File: src/rtl/div_unit.sv
// div_unit: iterative restoring divider with signed/unsigned modes.
// One quotient bit per cycle, MSB first. Divide-by-zero and the signed
// overflow case (MIN / -1) bypass the iteration and complete in one cycle
// with RISC-V style results. i_kill aborts the operation in flight.
//
// Handshake: a request is accepted on a rising edge where o_ready=1,
// i_start=1 and i_kill=0; operands and mode are captured on that edge.
// o_ready is high only in IDLE. o_valid is a one-cycle pulse in DONE, and
// the registered outputs are valid while it is high. There is no output
// back-pressure: the result must be taken when o_valid is high.
module div_unit #(
    parameter int WIDTH = 32
) (
    input  logic             i_clk,
    input  logic             i_rst,
    input  logic             i_start,
    input  logic             i_signed,
    input  logic [WIDTH-1:0] i_dividend,
    input  logic [WIDTH-1:0] i_divisor,
    input  logic             i_kill,
    output logic             o_ready,
    output logic             o_valid,
    output logic [WIDTH-1:0] o_quotient,
    output logic [WIDTH-1:0] o_remainder,
    output logic             o_div_zero,
    output logic [1:0]       o_dbg_state
);

    typedef enum logic [1:0] {
        ST_IDLE = 2'd0,
        ST_CALC = 2'd1,
        ST_DONE = 2'd2
    } state_t;

    localparam logic [WIDTH-1:0] ONE      = WIDTH'(1);
    localparam logic [WIDTH-1:0] MIN_INT  = {1'b1, {(WIDTH-1){1'b0}}};
    localparam logic [5:0]       CNT_LAST = 6'(WIDTH - 1);

    state_t r_state;
    state_t w_state_next;

    // In-flight operation
    logic [WIDTH-1:0] r_dsr;     // divisor magnitude
    logic [WIDTH-1:0] r_quo;     // dividend bits shift out, quotient bits shift in
    logic [WIDTH-1:0] r_rem;     // partial remainder
    logic             r_neg_q;   // quotient needs negation at the end
    logic             r_neg_r;   // remainder needs negation at the end
    logic [5:0]       r_cnt;     // iteration counter

    // Request decode
    logic             w_dvd_neg;
    logic             w_dsr_neg;
    logic [WIDTH-1:0] w_dvd_mag;
    logic [WIDTH-1:0] w_dsr_mag;
    logic             w_div_zero;
    logic             w_overflow;
    logic             w_special;
    logic             w_accept;

    // Iteration step
    logic [WIDTH:0]   w_rem_shift;
    logic [WIDTH:0]   w_diff;
    logic             w_fits;
    logic [WIDTH-1:0] w_rem_step;
    logic [WIDTH-1:0] w_quo_step;
    logic             w_last;
    logic             w_finish;
    logic [WIDTH-1:0] w_q_final;
    logic [WIDTH-1:0] w_r_final;

    // Decode the incoming request: magnitudes, sign fixes and special cases
    always_comb begin
        w_dvd_neg  = i_signed & i_dividend[WIDTH-1];
        w_dsr_neg  = i_signed & i_divisor[WIDTH-1];
        w_dvd_mag  = w_dvd_neg ? (~i_dividend + ONE) : i_dividend;
        w_dsr_mag  = w_dsr_neg ? (~i_divisor + ONE) : i_divisor;
        w_div_zero = (i_divisor == '0);
        w_overflow = i_signed && (i_dividend == MIN_INT) && (i_divisor == '1);
        w_special  = w_div_zero | w_overflow;
        w_accept   = (r_state == ST_IDLE) && i_start && !i_kill;
    end

    // One restoring shift-subtract step and the sign-corrected final result
    always_comb begin
        w_rem_shift = {r_rem, r_quo[WIDTH-1]};
        w_diff      = w_rem_shift - {1'b0, r_dsr};
        w_fits      = ~w_diff[WIDTH];
        w_rem_step  = w_fits ? w_diff[WIDTH-1:0] : w_rem_shift[WIDTH-1:0];
        w_quo_step  = {r_quo[WIDTH-2:0], w_fits};
        w_last      = (r_cnt == CNT_LAST);
        w_finish    = (r_state == ST_CALC) && !i_kill && w_last;
        w_q_final   = r_neg_q ? (~w_quo_step + ONE) : w_quo_step;
        w_r_final   = r_neg_r ? (~w_rem_step + ONE) : w_rem_step;
    end

    // FSM state register
    always_ff @(posedge i_clk or posedge i_rst) begin
        if (i_rst) begin
            r_state <= ST_IDLE;
        end else begin
            r_state <= w_state_next;
        end
    end

    // FSM next-state and handshake outputs
    always_comb begin
        w_state_next = r_state;
        o_ready      = 1'b0;
        o_valid      = 1'b0;
        case (r_state)
            ST_IDLE: begin
                o_ready = 1'b1;
                if (w_accept) begin
                    w_state_next = w_special ? ST_DONE : ST_CALC;
                end
            end
            ST_CALC: begin
                if (i_kill) begin
                    w_state_next = ST_IDLE;
                end else if (w_last) begin
                    w_state_next = ST_DONE;
                end
            end
            ST_DONE: begin
                // A kill in DONE suppresses the pulse; IDLE follows either way
                o_valid      = !i_kill;
                w_state_next = ST_IDLE;
            end
            default: begin
                w_state_next = ST_IDLE;
            end
        endcase
    end

    assign o_dbg_state = r_state;

    // Operand capture and iteration registers
    always_ff @(posedge i_clk or posedge i_rst) begin
        if (i_rst) begin
            r_dsr   <= '0;
            r_quo   <= '0;
            r_rem   <= '0;
            r_neg_q <= 1'b0;
            r_neg_r <= 1'b0;
            r_cnt   <= '0;
        end else if (w_accept) begin
            r_dsr   <= w_dsr_mag;
            r_quo   <= w_dvd_mag;
            r_rem   <= '0;
            r_neg_q <= w_dvd_neg ^ w_dsr_neg;
            r_neg_r <= w_dvd_neg;
            r_cnt   <= '0;
        end else if (r_state == ST_CALC) begin
            if (i_kill) begin
                r_cnt <= '0;
            end else begin
                r_quo <= w_quo_step;
                r_rem <= w_rem_step;
                r_cnt <= w_last ? 6'd0 : r_cnt + 6'd1;
            end
        end
    end

    // Result registers: written only on entry to DONE, held otherwise
    always_ff @(posedge i_clk or posedge i_rst) begin
        if (i_rst) begin
            o_quotient  <= '0;
            o_remainder <= '0;
            o_div_zero  <= 1'b0;
        end else if (w_accept && w_div_zero) begin
            o_quotient  <= '1;
            o_remainder <= i_dividend;
            o_div_zero  <= 1'b1;
        end else if (w_accept && w_overflow) begin
            o_quotient  <= MIN_INT;
            o_remainder <= '0;
            o_div_zero  <= 1'b0;
        end else if (w_finish) begin
            o_quotient  <= w_q_final;
            o_remainder <= w_r_final;
            o_div_zero  <= 1'b0;
        end
    end

endmodule

File: config.mk
export PLATFORM = sky130hd
export DESIGN_NAME = div_unit
export DESIGN_NICKNAME = d
export VERILOG_FILES = /design/src/rtl/div_unit.sv
export SDC_FILE = /design/constraint.sdc
export NUM_CORES = 1
export LEC_CHECK = 0
export CAP_MARGIN = 10
export CORE_MARGIN = 5
export CORE_UTILIZATION = 43
export DETAILED_ROUTE_END_ITERATION = 8
export GPL_TIMING_DRIVEN = 0
export PLACE_DENSITY = 0.66
export SYNTH_ARGS = -nofsm -noshare
export SYNTH_HDL_FRONTEND = slang
export SYNTH_SLANG_ARGS = --single-unit
File: constraint.sdc
create_clock -name i_clk -period 5.4 [get_ports i_clk]
set_clock_uncertainty 0.2 [all_clocks]
set_input_delay 1.08 -clock i_clk [delete_from_list [all_inputs] [get_ports i_clk]]
set_output_delay 1.08 -clock i_clk [all_outputs]
set_load 0.01 [all_outputs]
==> results.md, run 1 <==
- Synth Flop Type: dfrtp_1
- Worst-Margin Slew: about 1.1 ns
- Core area: 28780 um2
- Starting density of the core: between 40% and 50%
- Detailed placement HPWL: 36940 um
- Maxcap violations: 0
- Filler cells: 2783
- Vias in the first global route: 12.35k
- Row count: 62
- CP peak stage delay: 0.44 ns
- Non-filler cells, final: 2154
- Ys Warns: 0
- Placed instance count: between 2k and 2.5k
- Syn Std Cell Area: 12600 um2
- Htree depth: 4
- Reg clk slew, reported paths: approximately 0.080 ns
- M3 GR Usage: 3.559%
- Syn Inst Count: between 1.5k and 2k
- Vias: approximately 13k
- CTS Hold Bufs: 0
- Seq/Total Area, Yosys: between 30% and 40%
- Final setup violation count: 0
- Fin. max-slew vios: 0
- Kind of start point of the critical path: flip-flop
- VDD IR-drop max: about 0.21 mV
- Placed Instance Area: 14530 um2
- Peak Freq: 192.8 MHz
- Final min period: 5.187 ns
- WS Path Type: reg -> reg
- Inserted Clock Buffers: 17
- Avg Vias per Cell: 5.929
- Die span in x: 181.2 um
- Max-slew headroom: 27.73%
- Routed WL per cell: 21.42 um
- Area growth from synthesis to layout: 21.16%
- Data required, critical path: roughly 5.5 ns
- Final Hold Violating Endpoints: 0
- Iter 0 DRT Violations: 1188
- Layer with the highest usage: met2
- Fin area: 15260 um2
- Clock tree sinks: 171
- Cell area power density: ~280 nW/um2
- Diode count: 0
- Tcrit/Tclk final: 96.06%
- Critical path origin: r_quo[31]
- WP buf/inv: 5
- PortBufs: ~140
- Layout cells sized above 1: 5.989%
- Status: finished clean
- Worst Min Path Start: r_dsr[21]
- DR pass1 iterations: 5
- Multi-input gate area: just under 8000 um2
- GR Util met1: a little over a third
- CP Max Fanout: 10
- Worst flop-to-flop path startpoint: r_quo[31]
- Nets@finish: ~1.9k
- Critical path, cell by cell: inv_1, ha_1, fa_1, nand2b_2, a21oi_4, o21a_4, a21o_4, mux2i_4, nor2_2, inv_2, buf_6, clkbuf_8, ha_1, nand3_1, or4_1, clkbuf_1, or3_4, o31ai_2, xnor2_1, a21oi_1, a21oi_1
- CTS root buf: clkbuf_16
- CP delay by family, top: simple AND/OR/NAND/NOR gates
- Seq cells post-synth: 171
- Number of synthesized flops with an enable pin: 0
- Final core occ: 53.04%
- Final Wtd Congestion: between 0.9 and 1
- Number of remaining DRC errors: 0
- Die area: 32820 um2
- Worst Hold Class: reg -> reg
- Initial antenna violation count: 0
- Clk_lat worst skew: 0.44 ns
- Die H: around 180 um
- Post-synth cell types: 79
- TritonCTS clock tree: built
- Pleak: 6.210 nW
- CP arrival: between 5 and 6 ns
- First-pass GRT wire length: 71110 um
- Bufs on Longest Clock Path: 2
- GRT Overall Usage: 27.29%
- Sequential Area: roughly 4300 um2
- Pin count of the biggest net entering global routing: 41
- Post-synth ARST share: 100.0%
- Grt ovf: 0
- Syn Nets: 1697
- Setup TNS Final: 0 ns
- Met2 GRT Util: 46.14%
- I/O pin count: 138
- Final ANT Viol Nets: 0
- Slowest library cell on the worst path: dfrtp_2
- Crit end category: flip-flop
- Detailed Route WL: 46140 um
- Syn Area/Cell: ~7.9 um2
## where the power goes
group	total [W]	switching [W]	internal, W
combinational	0.00147	0.000906	0.000563
sequential	0.00156	0.000151	0.00141
clock	0.00125	0.000627	0.000624
total	0.00428	0.00168	0.00259
## layer usage
metal,vias to the layer above,part of all wire (%)
li1,6083,-
met1,6087,43
met2,505,47
met3,95,6.1
met4,0,3.9
met5,-,0
## synthesized netlist by cell type (all sizes together) (23+ instances only)
| cell | n | area, um2 |
|---|---|---|
| nor3 | 42 | 210.2 |
| mux2i | 27 | 274.0 |
| a22oi | 35 | 267.8 |
| dfrtp | 171 | 4279 |
| or3 | 23 | 143.9 |
| nor2 | 157 | 591.8 |
| xnor2 | 78 | 683.2 |
| buf | 26 | 130.1 |
| clkbuf | 59 | 221.5 |
| a21oi | 152 | 772.0 |
| nor4 | 28 | 187.7 |
| nand3 | 29 | 145.1 |
| inv | 55 | 206.5 |
| o31ai | 35 | 267.8 |
| o21ai | 192 | 964.7 |
| xor2 | 62 | 543.0 |
| nand2 | 179 | 671.9 |
| ha | 38 | 475.5 |
## cell families after synthesis
family,synth area share [%]
compound gates,25.33
xor+xnor,9.733
fa+ha+maj,3.933
buf+inv,4.459
flops,33.97
mux,2.443
simple gates,20.14
## sequential cells by signal, summed over array words and instances, names as in the netlist
signal / count
o_dbg_state: 2
o_div_zero: 1
o_quotient: 32
o_remainder: 32
r_cnt: 6
r_dsr: 32
r_neg_q: 1
r_neg_r: 1
r_quo: 32
r_rem: 32
## metrics by stage
step,worst slack [ns],hold slack [ns],total power (W)
global route,-0.01751,0.2976,0.004510
floorplan,0.4598,0.2498,0.002533
detailed placement,-1.153,0.2712,0.002990
finish,0.2129,0.2802,0.004278
global placement,-1.176,0.2620,0.002962
CTS,-0.001882,0.2878,0.004237
## tightest hold or removal path, stage by stage, from the launching register on
cell and delay [ns]:
dfrtp_1 0.34, nand2_1 0.05, o21ai_0 0.06
## placed cells by master, fill, tap and decap left out, types with 21 or more instances in the layout
master / Yosys / layout
a21oi_1: 149 / 148
nor4_1: 26 / 25
mux2i_1: 26 / 26
nor2_1: 156 / 156
clkbuf_1: 59 / 57
xnor2_1: 78 / 78
a22oi_1: 34 / 34
or3_1: 23 / 22
nor3_1: 42 / 42
ha_1: 38 / 38
o31ai_1: 34 / 32
dfrtp_1: 171 / 170
buf_2: 20 / 21
o21ai_0: 184 / 184
clkdlybuf4s50_1: 0 / 137
nand2_1: 179 / 179
inv_1: 53 / 52
nand3_1: 29 / 29
xor2_1: 62 / 62
## what timing repair did
item	CTS	global route
setup buffers	1	7
endpoints found under the setup margin	29	58
hold endpoints to repair	0	0
resized for setup	10	10
pin swaps	0	2
## area by class of cell
class	instances	share of cell area, %
multi-input cells	1277	51.20
inverters	56	1.402
plain buffers	85	2.426
clock buffers	17	2.787
clock inverters	15	1.098
well taps	384	3.148
repair buffers	149	9.902
flip-flops and latches	171	28.04
## path summary, 6_finish.rpt
path	end	slack [ns]	cells after the start
max	o_quotient[30]	0.21	21
min in group asynchronous	r_cnt[1]	0.84	2
max reg2reg	o_quotient[30]	0.21	21
min	r_dsr[21]	0.28	2
max in group asynchronous	r_rem[7]	3.27	4
min reg2reg	r_dsr[21]	0.28	2
Power figures use the tool's default switching activity.
==> inputs of run 2 (changes only) <==
--- a/config.mk
+++ b/config.mk
@@ -10,7 +10,7 @@
 export CORE_UTILIZATION = 43
 export DETAILED_ROUTE_END_ITERATION = 8
 export GPL_TIMING_DRIVEN = 0
-export PLACE_DENSITY = 0.66
+export PLACE_DENSITY = 0.64
 export SYNTH_ARGS = -nofsm -noshare
 export SYNTH_HDL_FRONTEND = slang
 export SYNTH_SLANG_ARGS = --single-unit
==> constraint.sdc (replaced) <==
create_clock -name i_clk -period 6.2 [get_ports i_clk]
set_clock_uncertainty 0.2 [all_clocks]
set_input_delay 1.24 -clock i_clk [delete_from_list [all_inputs] [get_ports i_clk]]
set_output_delay 1.24 -clock i_clk [all_outputs]
set_load 0.01 [all_outputs]
==> run 2 against run 1 <==
  * Setup slack better by 0.14 ns
  * Fmax down 11%
  * Clock power down 12%
  * First-iteration DRC count down 1.6%
  * Flip-flop and latch count unchanged
  * Via count down 1.2%
  * Count of clock-buffer cells in the layout unchanged
  * Combinational power down 15%
  * Final cell count down 0.60%
==> results.md, run 2 (synthesis gave the netlist of run 1 again) <==
- First-pass GRT wire length: slightly above 70000 um
- Reg clk slew, reported paths: 0.08 ns
- Worst-Margin Slew: 1.253 ns
- Final ANT Viol Nets: 0
- Number of remaining DRC errors: 0
- Comb power frac: 33.8%
- Row count: between 60 and 70
- Iter 0 DRT Violations: 1169
- Initial antenna violation count: 0
- CP Max Fanout: 21
- Internal cell power: 0.002242 W
- Final min period: between 5 and 6 ns
- Sequential share of power: 36.6%
- Detailed Route WL: 46370 um
- Worst Hold Class: reg -> reg
- TritonCTS clock tree: built
- Core area: 28780 um2
- Detailed placement HPWL: 36960 um
- Grt ovf: 0
- Pleak: 6.130 nW
- PnR worst setup slack: 0.3557 ns
- Place WS: -0.4896 ns
- Cell area power density: 245.5 nW/um2
- Fin. max-slew vios: 0
- Layout cells sized above 1: 4.781%
- Tcrit/Tclk final: 94.26%
- Uppermost layer routed: met4
- Final Hold Violating Endpoints: 0
- Net Sw Frac: 39.43%
- Data required, critical path: 6.35 ns
- PortBufs: 137
- Avg Vias per Cell: approximately 6
- Setup TNS Final: 0 ns
- NetSw: 0.001459 W
- GRT Overall Usage: 27.63%
- Die span in x: 181.2 um
- Clk_lat worst skew: between 0.4 and 0.5 ns
- Bufs on Longest Clock Path: 2
- Inserted Clock Buffers: 17
- Vias in the first global route: 12.41k
- Routed wl met2: 22300 um
- Die H: 181.2 um
- Die area: ~33000 um2
- Unrepaired setup endpoints after global routing: false
- CTS root buf: clkbuf_16
- Nets@finish: 1852
- Commonest non-fill, non-tap cells in the layout: o21ai_0, nand2_1, dfrtp_1
- Commonest non-fill, non-tap cell in the layout: o21ai_0
- Area growth from synthesis to layout: 19.68%
- WS Path Type: reg -> reg
- Worst flop-to-flop path startpoint: r_quo[31]
- Max-slew headroom: 14.31%
- Pin count of the biggest net entering global routing: 95
- Status: finished clean
- Metal-1 WL: roughly 20000 um
- Worst Min Path Start: r_dsr[9]
- Hold Path Cell Cnt: 2
- Non-filler cells, final: between 2k and 2.5k
- Diode count: 0
- Crit end category: flip-flop
- Maxcap violations: 0
- Peak Freq: 171.1 MHz
- Starting density of the core: 43.77%
- DR pass1 iterations: 6
- Sink of the worst hold path: r_dsr[9]
- Final setup violation count: 0
- VDD IR-drop max: 0.2013 mV
- Kind of start point of the critical path: flip-flop
- Reg-to-reg setup timing slack: about 0.36 ns
- Worst R2R End: o_remainder[30]
- Clock tree sinks: approximately 170
- FF-to-FF path depth: 18
- Clk pwr share: 29.7%
- Setup Buffers After CTS: 0
- I/O pin count: 138
- Htree depth: 4
- Routed WL per cell: 21.66 um
- Vias: 12.62k
- Final Wtd Congestion: just under 1
- Met3 WL: 2500 um
- Placed instance count: 2111
- CP arrival: 5.99 ns
## run 2: cell types whose count changed in the layout (fill, tap and decap cells not counted), moves of 2 or more
cell and change:
buf_12 -4, o31ai_2 -2, o31ai_1 +2, buf_4 -8
## run 2: power groups by stage
stage                     sequential (W)  clock [W]  combinational, W
after floorplan                  0.00133          0          0.000872
after global placement           0.00137          0           0.00121
after detailed placement         0.00137          0           0.00123
after CTS                        0.00135    0.00110           0.00124
after global routing             0.00137    0.00116           0.00138
final                            0.00135    0.00110           0.00125
## run 2: cell type report
type                       count  area [um2]
fill                        2819       13700
multi-input combinational   1277        7766
sequential                   171        4279
timing repair buffer         138        1399
tap                          384       480.5
clock buffer                  17       425.4
buffer                        83       344.1
inverter                      56       217.7
clock inverter                15       166.4
## run 2: worst max-delay path, cell delays in order, from the launching register on
cell      delay (ns)
dfrtp_1         0.48
inv_1           0.16
ha_1            0.24
fa_1            0.40
nand2b_1        0.21
a21oi_2         0.25
o21a_1          0.31
a21o_2          0.24
mux2i_4         0.46
nor2_2          0.11
inv_2           0.35
buf_1           0.43
nor2_1          0.08
a21oi_1         0.29
ha_1            0.40
o211ai_1        0.30
o41ai_2         0.45
xnor2_1         0.13
a211oi_1        0.24
## run 2: layer usage
metal	up-vias	GRT usage, %
li1	6061	-
met1	5949	36.01
met2	508	47.28
met3	100	2.916
met4	0	10.69
met5	-	0
## run 2: timing repair
item / CTS / global route
gates resized for setup: 0 / 1
hold buffers: 0 / 0
endpoints found under the hold margin: 0 / 0
setup endpoints to repair: 21 / 5
## run 2: stage by stage
step | util, % | hold slack, ns | total power, W | instance area [um2]
2_1_floorplan | - | 0.2498 | 0.002206 | 12600
3_3_place_gp | 50.21 | 0.2619 | 0.002583 | 14450
3_5_place_dp | 50.33 | 0.2704 | 0.002600 | 14490
4_1_cts | 52.36 | 0.2873 | 0.003690 | 15070
5_1_grt | 52.39 | 0.2974 | 0.003910 | 15080
6_report | 52.39 | 0.2770 | 0.003701 | 15080
## run 2: worst max-delay path by stage
stage	start	endpoint	slack [ns]	cells past startpoint
final	r_quo[31]	o_remainder[30]	0.36	18
after global routing	r_quo[31]	o_remainder[30]	0.12	18
after CTS	r_quo[31]	o_remainder[30]	0.28	18
after floorplan	i_rst	o_dbg_state[0]	0.13	1
after detailed placement	r_quo[31]	o_remainder[24]	-0.49	19
after global placement	i_rst	r_dsr[4]	-2.34	2
